$ cat src/rtl/if_stage_if.sv
// Instruction-memory fetch bus between the IF stage and instruction memory.
//   imem_req_o   : fetch request, held until imem_ready_i
//   imem_addr_o  : word-aligned fetch address, stable while the request is pending
//   imem_ready_i : memory returns imem_data_i this cycle and completes the request
//   imem_data_i  : fetched instruction word
// master = IF stage side, slave = memory side.
interface if_stage_if;
    localparam int unsigned XLEN = 32;

    logic            imem_req_o;
    logic [XLEN-1:0] imem_addr_o;
    logic            imem_ready_i;
    logic [XLEN-1:0] imem_data_i;

    modport master (
        output imem_req_o,
        output imem_addr_o,
        input  imem_ready_i,
        input  imem_data_i
    );

    modport slave (
        input  imem_req_o,
        input  imem_addr_o,
        output imem_ready_i,
        output imem_data_i
    );
endinterface

$ cat src/rtl/if_stage.sv
// Instruction fetch stage: issues fetches, holds the IF/ID pipeline register,
// absorbs one early-returning instruction in a skid register while decode
// stalls, and drops in-flight fetches on redirect.
//   clk_i          : clock, rising edge
//   rst_i          : synchronous active-high reset
//   imem           : instruction-memory bus (master side)
//   stall_i        : decode cannot accept; IF/ID holds
//   redirect_i     : flush / taken branch, overrides stall_i
//   redirect_pc_i  : new fetch address (low two bits ignored)
//   valid_o        : IF/ID holds a live instruction
//   pc_o, instr_o  : IF/ID contents (instr_o = NOP when not valid)
//   opcode_o       : instr_o[6:0]
module if_stage #(
    parameter logic [31:0] RESET_PC = 32'h0000_0000
) (
    input  logic        clk_i,
    input  logic        rst_i,
    if_stage_if.master  imem,
    input  logic        stall_i,
    input  logic        redirect_i,
    input  logic [31:0] redirect_pc_i,
    output logic        valid_o,
    output logic [31:0] pc_o,
    output logic [31:0] instr_o,
    output logic [6:0]  opcode_o
);
    localparam int unsigned    XLEN       = 32;
    localparam logic [XLEN-1:0] NOP        = 32'h0000_0013;
    localparam logic [XLEN-1:0] ALIGN_MASK = 32'hFFFF_FFFC;
    localparam logic [XLEN-1:0] PC_STEP    = 32'd4;

    typedef enum logic [1:0] {
        BOOT    = 2'd0,
        FETCH   = 2'd1,
        FULL    = 2'd2,
        DISCARD = 2'd3
    } state_t;

    state_t          state_q, state_n;
    logic [XLEN-1:0] pc_q, pc_n;           // next address to fetch (redirect target in DISCARD)
    logic [XLEN-1:0] addr_q, addr_n;       // address presented on the bus
    logic            req_q, req_n;
    logic            valid_q, valid_n;
    logic [XLEN-1:0] pc_out_q, pc_out_n;
    logic [XLEN-1:0] instr_q, instr_n;
    logic [XLEN-1:0] skid_pc_q, skid_pc_n;
    logic [XLEN-1:0] skid_instr_q, skid_instr_n;

    logic            slot_open;
    logic [XLEN-1:0] target_pc;

    assign slot_open = !valid_q || !stall_i;
    assign target_pc = redirect_pc_i & ALIGN_MASK;

    // State and datapath registers
    always_ff @(posedge clk_i) begin
        if (rst_i) begin
            state_q      <= BOOT;
            pc_q         <= RESET_PC & ALIGN_MASK;
            addr_q       <= RESET_PC & ALIGN_MASK;
            req_q        <= 1'b0;
            valid_q      <= 1'b0;
            pc_out_q     <= '0;
            instr_q      <= NOP;
            skid_pc_q    <= '0;
            skid_instr_q <= NOP;
        end else begin
            state_q      <= state_n;
            pc_q         <= pc_n;
            addr_q       <= addr_n;
            req_q        <= req_n;
            valid_q      <= valid_n;
            pc_out_q     <= pc_out_n;
            instr_q      <= instr_n;
            skid_pc_q    <= skid_pc_n;
            skid_instr_q <= skid_instr_n;
        end
    end

    // Next-state and next-output logic
    always_comb begin
        state_n      = state_q;
        pc_n         = pc_q;
        valid_n      = valid_q;
        pc_out_n     = pc_out_q;
        instr_n      = instr_q;
        skid_pc_n    = skid_pc_q;
        skid_instr_n = skid_instr_q;
        addr_n       = addr_q;
        req_n        = 1'b0;

        // Decode takes the current instruction; IF/ID empties unless refilled below
        if (valid_q && !stall_i) begin
            valid_n = 1'b0;
            instr_n = NOP;
        end

        if (redirect_i) begin
            valid_n = 1'b0;
            instr_n = NOP;
            pc_n    = target_pc;
            // Only an un-returned request in flight forces a discard phase
            if ((state_q == FETCH || state_q == DISCARD) && !imem.imem_ready_i) begin
                state_n = DISCARD;
            end else begin
                state_n = FETCH;
            end
        end else begin
            unique case (state_q)
                BOOT: begin
                    state_n = FETCH;
                end
                FETCH: begin
                    if (imem.imem_ready_i) begin
                        pc_n = pc_q + PC_STEP;
                        if (slot_open) begin
                            valid_n  = 1'b1;
                            pc_out_n = pc_q;
                            instr_n  = imem.imem_data_i;
                        end else begin
                            skid_pc_n    = pc_q;
                            skid_instr_n = imem.imem_data_i;
                            state_n      = FULL;
                        end
                    end
                end
                FULL: begin
                    if (!stall_i) begin
                        valid_n  = 1'b1;
                        pc_out_n = skid_pc_q;
                        instr_n  = skid_instr_q;
                        state_n  = FETCH;
                    end
                end
                DISCARD: begin
                    if (imem.imem_ready_i) begin
                        state_n = FETCH;
                    end
                end
                default: begin
                    state_n = BOOT;
                end
            endcase
        end

        // Bus outputs follow the next state; DISCARD keeps the stale address on the bus
        req_n = (state_n == FETCH) || (state_n == DISCARD);
        if (state_n != DISCARD) begin
            addr_n = pc_n;
        end
    end

    assign imem.imem_req_o  = req_q;
    assign imem.imem_addr_o = addr_q;
    assign valid_o          = valid_q;
    assign pc_o             = pc_out_q;
    assign instr_o          = instr_q;
    assign opcode_o         = instr_q[6:0];

endmodule

$ cat src/flat_wrapper.sv
// flat-port wrapper written by rule: the top's interface ports become plain ports
module if_stage_flat 
#(
    parameter logic [31:0] RESET_PC = 32'h0000_0000
)
  (clk_i, rst_i, stall_i, redirect_i, redirect_pc_i, valid_o, pc_o, instr_o, opcode_o, imem_imem_req_o, imem_imem_addr_o, imem_imem_ready_i, imem_imem_data_i);
  if_stage_if imem_i ();
  input  logic clk_i;
  input  logic rst_i;
  input  logic stall_i;
  input  logic redirect_i;
  input  logic [31:0] redirect_pc_i;
  output logic valid_o;
  output logic [31:0] pc_o;
  output logic [31:0] instr_o;
  output logic [6:0] opcode_o;
  output wire logic [$bits(imem_i.imem_req_o)-1:0] imem_imem_req_o;
  output wire logic [$bits(imem_i.imem_addr_o)-1:0] imem_imem_addr_o;
  input wire logic [$bits(imem_i.imem_ready_i)-1:0] imem_imem_ready_i;
  input wire logic [$bits(imem_i.imem_data_i)-1:0] imem_imem_data_i;
  assign imem_imem_req_o = imem_i.imem_req_o;
  assign imem_imem_addr_o = imem_i.imem_addr_o;
  assign imem_i.imem_ready_i = imem_imem_ready_i;
  assign imem_i.imem_data_i = imem_imem_data_i;
  if_stage #(.RESET_PC(RESET_PC)) u_core (.clk_i(clk_i), .rst_i(rst_i), .imem(imem_i), .stall_i(stall_i), .redirect_i(redirect_i), .redirect_pc_i(redirect_pc_i), .valid_o(valid_o), .pc_o(pc_o), .instr_o(instr_o), .opcode_o(opcode_o));
endmodule
$ cat config.mk
export PLATFORM = sky130hd
export DESIGN_NAME = if_stage_flat
export DESIGN_NICKNAME = d
export VERILOG_FILES = /design/src/rtl/if_stage_if.sv /design/src/rtl/if_stage.sv /design/src/flat_wrapper.sv
export SDC_FILE = /design/constraint.sdc
export NUM_CORES = 1
export LEC_CHECK = 0
export ABC_AREA = 1
export BUFFER_PORTS_ARGS = -buffer_cell sky130_fd_sc_hd__buf_2
export CAP_MARGIN = 10
export CORE_MARGIN = 2
export CORE_UTILIZATION = 57
export CTS_BUF_LIST = sky130_fd_sc_hd__clkbuf_4 sky130_fd_sc_hd__clkbuf_8
export DETAILED_ROUTE_END_ITERATION = 8
export GPL_ROUTABILITY_DRIVEN = 1
export PLACE_DENSITY = 0.87
export SETUP_SLACK_MARGIN = 0.4
export SLEW_MARGIN = 25
export SYNTH_ARGS = -nofsm -noshare
export SYNTH_HDL_FRONTEND = slang
export SYNTH_SLANG_ARGS = --single-unit
$ cat constraint.sdc
create_clock -name clk_i -period 2.1 [get_ports clk_i]
set_input_delay 0.63 -clock clk_i [delete_from_list [all_inputs] [get_ports clk_i]]
set_output_delay 0.63 -clock clk_i [all_outputs]
set_load 0.03 [all_outputs]
## Yosys cells after proc, flatten, opt, wreduce, memory -nomap -nowiden

Cells that the tools add are included.

| word-level totals | value |
|---|---|
| output and inout port bits | 105 |
| logic and storage cells | 58 |
| bits in registers | 196 |

| cells by class | value |
|---|---|
| reduce and logical (&&, ||, !) cells | 13 |
| bitwise gates (word level) | 2 |
| muxes and demuxes | 24 |
| add/sub/neg operators | 1 |
| equality and inequality tests | 9 |

Operators by type and width:

| cell | number |
|---|---|
| 32-bit 2-to-1 mux | 10 |
| 32-bit one-hot mux with 2 select lines | 2 |
| 32-bit by 3-bit adder with 32-bit output (second input constant) | 1 |
| 2-bit 2-to-1 mux | 6 |
| 2-bit one-hot mux with 4 select lines | 1 |
| 2-bit equality test (second input constant) | 3 |
| 2-bit != test (second input constant) | 3 |
| 5-bit AND reduction | 1 |
| 2-bit by 1-bit equality test with 1-bit output (second input constant) | 2 |
| 1-bit 2-to-1 mux | 4 |
| 4-bit AND reduction | 1 |
| 1-bit logical NOT | 3 |
| 1-bit logical OR | 3 |
| 1-bit logical AND | 2 |
| 2-bit logical NOT | 1 |
| 2-bit by 1-bit != test with 1-bit output (second input constant) | 1 |
| 1-bit NOT | 2 |
| 1-bit one-hot mux with 2 select lines | 1 |
| 2-bit nonzero test | 1 |
| 2-bit OR reduction | 1 |

## Depth between registers and ports, before layout

| depth | value |
|---|---|
| depth in word-level cells | 8 |
| mapped depth | 12 |

## Worst setup path before layout

OpenSTA, ideal clock, no wires.

| timing path | value |
|---|---|
| kind | input -> register |
| from | input redirect_i |
| to | register u_core.addr_q[13], in the netlist u_core.imem.imem_addr_o[13] |
| slack | 325 ps |
| cell stages on the path | 9 |
| setup time | 113 ps |
| path buffers | 1 |
| data required time | 1987 ps |
| arrival time | 1662 ps |
| path through | buf_4 -> nor3_1 -> nand3_2 -> nand2_2 -> inv_1 -> nand2_1 -> nand3_1 -> o21ai_1 -> inv_1 |

| between the ends | value |
|---|---|
| longest elaborated chain between the ends | 2 |
| elaborated cells between the ends (all ways) | 3 |
| classes of those cells | eq/ne: 1; mux: 2 |

Ends and longest elaborated chain:

| what | line | text |
|---|---|---|
| from (decl) | flat_wrapper.sv:11 | `input logic redirect_i;` |
| 2-bit 2-to-1 mux | if_stage.sv:98 | `if (redirect_i) begin` |
| 2-bit != test | if_stage.sv:148 | `if (state_n != DISCARD) begin` |
| to (signal assigned) | if_stage.sv:60 | `addr_q <= RESET_PC & ALIGN_MASK;` |
| to (signal assigned) | if_stage.sv:70 | `addr_q <= addr_n;` |
| to (decl) | if_stage.sv:41 | `logic [XLEN-1:0] addr_q, addr_n;` |

Parallel ways exist; a longest one is shown, timed or not.
A chain may end at the register's enable or synchronous reset.

## Final worst setup path

| timing path | value |
|---|---|
| from | register u_core.state_q[1] |
| to | register u_core.skid_pc_q[17] |

| between the ends | value |
|---|---|
| longest elaborated chain between the ends | 2 |

Ends and longest elaborated chain:

| what | line | text |
|---|---|---|
| from (decl) | if_stage.sv:39 | `state_t state_q, state_n;` |
| from (signal assigned) | if_stage.sv:68 | `state_q <= state_n;` |
| 2-bit by 1-bit equality test with 1-bit output | if_stage.sv:109 | `unique case (state_q)` |
| 4-bit AND reduction (no source line) | -- |  |
| to (signal assigned) | if_stage.sv:75 | `skid_pc_q <= skid_pc_n;` |
| to (decl) | if_stage.sv:46 | `logic [XLEN-1:0] skid_pc_q, skid_pc_n;` |

Every way passes these cells.

==> impl_metrics.csv <==
group,metric,value,unit
final_layout,layout.cells.most_common,"sky130_fd_sc_hd__nand2_1",
synthesis,synth-adder-area-share,0.728,%
synthesis,post_synth_xor_area_fraction,0.102,%
synthesis,number_of_warning_messages_in_the_yosys_log,0,
final_layout,drive_above_1_share,31.1,%
setup_path,rr_worst_depth,10,
die,ioPinCount,174,
clock_tree,insertion_delay,0.49,ns
power_and_ir_drop,power_leakage,5.14,nW
clock_tree,clk_path_buf_depth,2,
synthesis,share_of_the_synthesized_area_in_compound_gates_ao_oa_aoi_oai,20.2,%
drt,route.detailed.wl_per_inst,19.2,um
synthesis,synth_top_family_by_area,"simple AND/OR/NAND/NOR gates",
sta,finalHoldViolations,0,
grt,global_route.overflow_total,0,
grt,grt_pass1_vias,8047,
synthesis,post_synth_mux_area_share,0,%
die,fp.dieArea,16100,um2
setup_path,timing.critical_path.required,2.51,ns
min_path,min_to,"u_core.pc_q[16]",
final_layout,most-common-layout-cells,"sky130_fd_sc_hd__nand2_1 (240), sky130_fd_sc_hd__dfxtp_1 (172), sky130_fd_sc_hd__a21oi_1 (150)",
clock_tree,numCtsBuffers,17,
synthesis,synth-seq-area-share,45.6,%
drt,detailedRoute.firstIterationViolations,1228,
drt,viasPerCell,6.08,
setup_path,crit_path_start_kind,"flip-flop",
final_layout,fillers,898,
grt,globalRouteMet3Util,6.54,%
sta,grt_setup_unrepaired,"yes",
drt,routed_wl,30.5,mm
die,std_cell_rows,44,
power_and_ir_drop,vdd_drop_max,497,uV
sta,report.final.slew_viol_count,0,
clock_tree,h-tree-depth,4,
sta,totalNegativeSetupSlack,0,ns
placed_design,place_ws,0.0463,ns
synthesis,synth_cell_type_count,39,
drt,drt_first_pass_iters,7,
min_path,holdCritPathClass,"input pin to flip-flop",
drt,detail-route-antenna-nets,0,
setup_path,worst-path-max-fanout,14,
setup_path,critical_path_arrival,2.31,ns
sta,maxClockFrequency,525,MHz
die,die_y,127,um
grt,grt_util_met2,49.3,%
final_layout,antenna-diode-count,0,
setup_path,critical_path.reg2reg.startpoint,"u_core.state_q[1]",
power_and_ir_drop,power.density_cell_area,694,nW/um2
placed_design,gp_congestion,0.980,
clock_tree,clk_root_buffer_cell,"sky130_fd_sc_hd__clkbuf_8",
sta,setup_viol,0,
drt,num_vias,9667,
synthesis,synth_seq_cells,196,
synthesis,syn_area,8600,um2
grt,number_of_antenna_violations_at_the_first_check_in_global_routing,0,
sta,final_ws_setup,0.197,ns
sta,worst_slew_margin_rel,40.5,%
setup_path,end_kind,"flip-flop",
sta,whs,0.370,ns
drt,drc,0,
clock_tree,clock_tree_sinks,196,
sta,timing.final.crit_share,90.6,%
die,floorplan.core_area,14600,um2
placed_design,dp_hpwl,16.4,mm
grt,largest_net_degree_at_the_start_of_global_routing,97,
clock_tree,clock_tree_from_tritoncts,"yes",
setup_path,timing.critical_path.from,"u_core.state_q[1]",
synthesis,syn_inst,1204,
min_path,timing.hold.worst_path_depth,3,
grt,use_met1,42.0,%
setup_path,r2r_setup_slack,0.20,ns
final_layout,final_core_utilization,78.8,%
grt,grt.busiest_layer,"met2",
job,cap_violations,0,
setup_path,worstReg2RegEnd,"u_core.skid_pc_q[17]",
placed_design,io_buf_count,171,
sta,layout_min_cycle_time,1.90,ns
sta,finalClockSkew,0.0177,ns
min_path,hold_path_startpoint,"redirect_pc_i[16]",
synthesis,synth_simple_gate_area_share,23.2,%
grt,wire_length_of_the_first_global_routing_pass,39.9,mm
die,floorplan.initialDensity,58.7,%
status,outcome,"finished clean",
synthesis,synth_fp_nets,1278,
synthesis,synthesis.area_per_instance,7.14,um2
setup_path,worstSetupPathType,"flip-flop to flip-flop",
clock_tree,clkSlewWorstSetupHoldPaths,0.11,ns
sta,max_slew.worst_pin.slew,0.889,ns
final_layout,fin_nets,1467,
grt,grtUsageTotal,31.1,%
die,fp.dieW,127,um
final_layout,area_delta_synth_final,34.2,%
==> final cells by class <==
type	instances	area [um2]	share of cell area, %
Timing Repair Buffer	241	1980	17.2
Inverter	129	499	4.33
Clock buffer	20	263	2.28
Multi-Input combinational cell	808	4450	38.6
Clock inverter	11	149	1.29
Sequential cell	196	3960	34.4
Tap cell	184	230	2.00
==> worst max-delay path by stage <==
stage / to / slack (ns)
detailed placement: u_core.imem.imem_addr_o[15] / 0.05
global route: u_core.skid_pc_q[17] / 0.13
global placement: u_core.instr_o[28] / 0.1
CTS: u_core.imem.imem_addr_o[19] / 0.36
floorplan: u_core.imem.imem_addr_o[0] / 0.42
finish: u_core.skid_pc_q[17] / 0.20
==> registers in the layout, indices dropped and copies added (netlist names) <==
name	flops
u_core.imem.imem_addr_o	32
u_core.instr_o	32
u_core.pc_o	32
u_core.pc_q	32
u_core.skid_instr_q	32
u_core.skid_pc_q	32
u_core.state_q	2
u_core.imem.imem_req_o	1
u_core.valid_o	1
==> power by group <==
group / internal (mW) / leakage (nW) / switching, mW
Sequential: 3.87 / 1.61 / 0.136
Clock: 1.24 / 0.215 / 1.39
Combinational: 0.467 / 3.32 / 0.904
Total: 5.58 / 5.14 / 2.43
==> cell families (layout without fill, tap and decap cells) <==
family,count (synthesis),in the layout
buffers and inverters,203,401
XOR/XNOR,1,1
flip-flops,196,196
adder cells (fa/ha/maj),5,5
AO/OA/AOI/OAI,337,337
AND/OR/NAND/NOR,462,465
==> per-layer routing <==
| metal | routed length, um | vias up |
|---|---|---|
| li1 | - | 4309 |
| met1 | 11400 | 4452 |
| met2 | 14100 | 737 |
| met3 | 3400 | 169 |
| met4 | 1670 | 0 |
| met5 | 0 | - |
==> worst max-delay path: stages, from the launching register on <==
cell and delay [ns]:
sky130_fd_sc_hd__dfxtp_4 0.38, sky130_fd_sc_hd__inv_4 0.06, sky130_fd_sc_hd__ha_4 0.22, sky130_fd_sc_hd__inv_6 0.07, sky130_fd_sc_hd__nor2_4 0.12, sky130_fd_sc_hd__nand2_4 0.09
sky130_fd_sc_hd__nor2_4 0.20, sky130_fd_sc_hd__buf_12 0.17, sky130_fd_sc_hd__clkbuf_16 0.18, sky130_fd_sc_hd__o21ai_0 0.09, sky130_fd_sc_hd__a21oi_1 0.23
==> metrics by stage <==
step / instances / power (mW) / cell area [um2]
3_3_place_gp: 1510 / 5.09 / 9620
2_1_floorplan: 1204 / 4.75 / 8620
5_1_grt: 1589 / 8.23 / 11500
4_1_cts: 1555 / 7.69 / 10400
3_5_place_dp: 1510 / 5.11 / 9620
6_report: 1589 / 8.01 / 11500
==> synth_stat cells (all sizes together) <==
master  instances  area, um2
or2             8       50.0
nor2           99        422
xor2            1       8.76
nand2         259       1010
a31oi           3       18.8
ha              5       62.6
and3            3       18.8
clkbuf         28        105
dfxtp         196       3920
a22oi           1       7.51
buf            46        275
nor3            2       10.0
a41oi           1       8.76
inv           127        477
nand3          81        423
nand4           4       25.0
nand3b          2       15.0
o21ai         139        696
o22ai          20        125
o211ai          1       7.51
clkinv          2       8.75
a21oi         172        876
and2            4       25.0
==> timing repair <==
item                                    in CTS  in global routing
hold buffers                                 0                  0
hold endpoints to repair                     0                  0
pin swaps                                    8                 27
endpoints found under the setup margin     188                208
setup buffers                                8                 17
cloned                                       6                 17
gates resized for setup                     46                257
(Power assumes the default switching activity.)
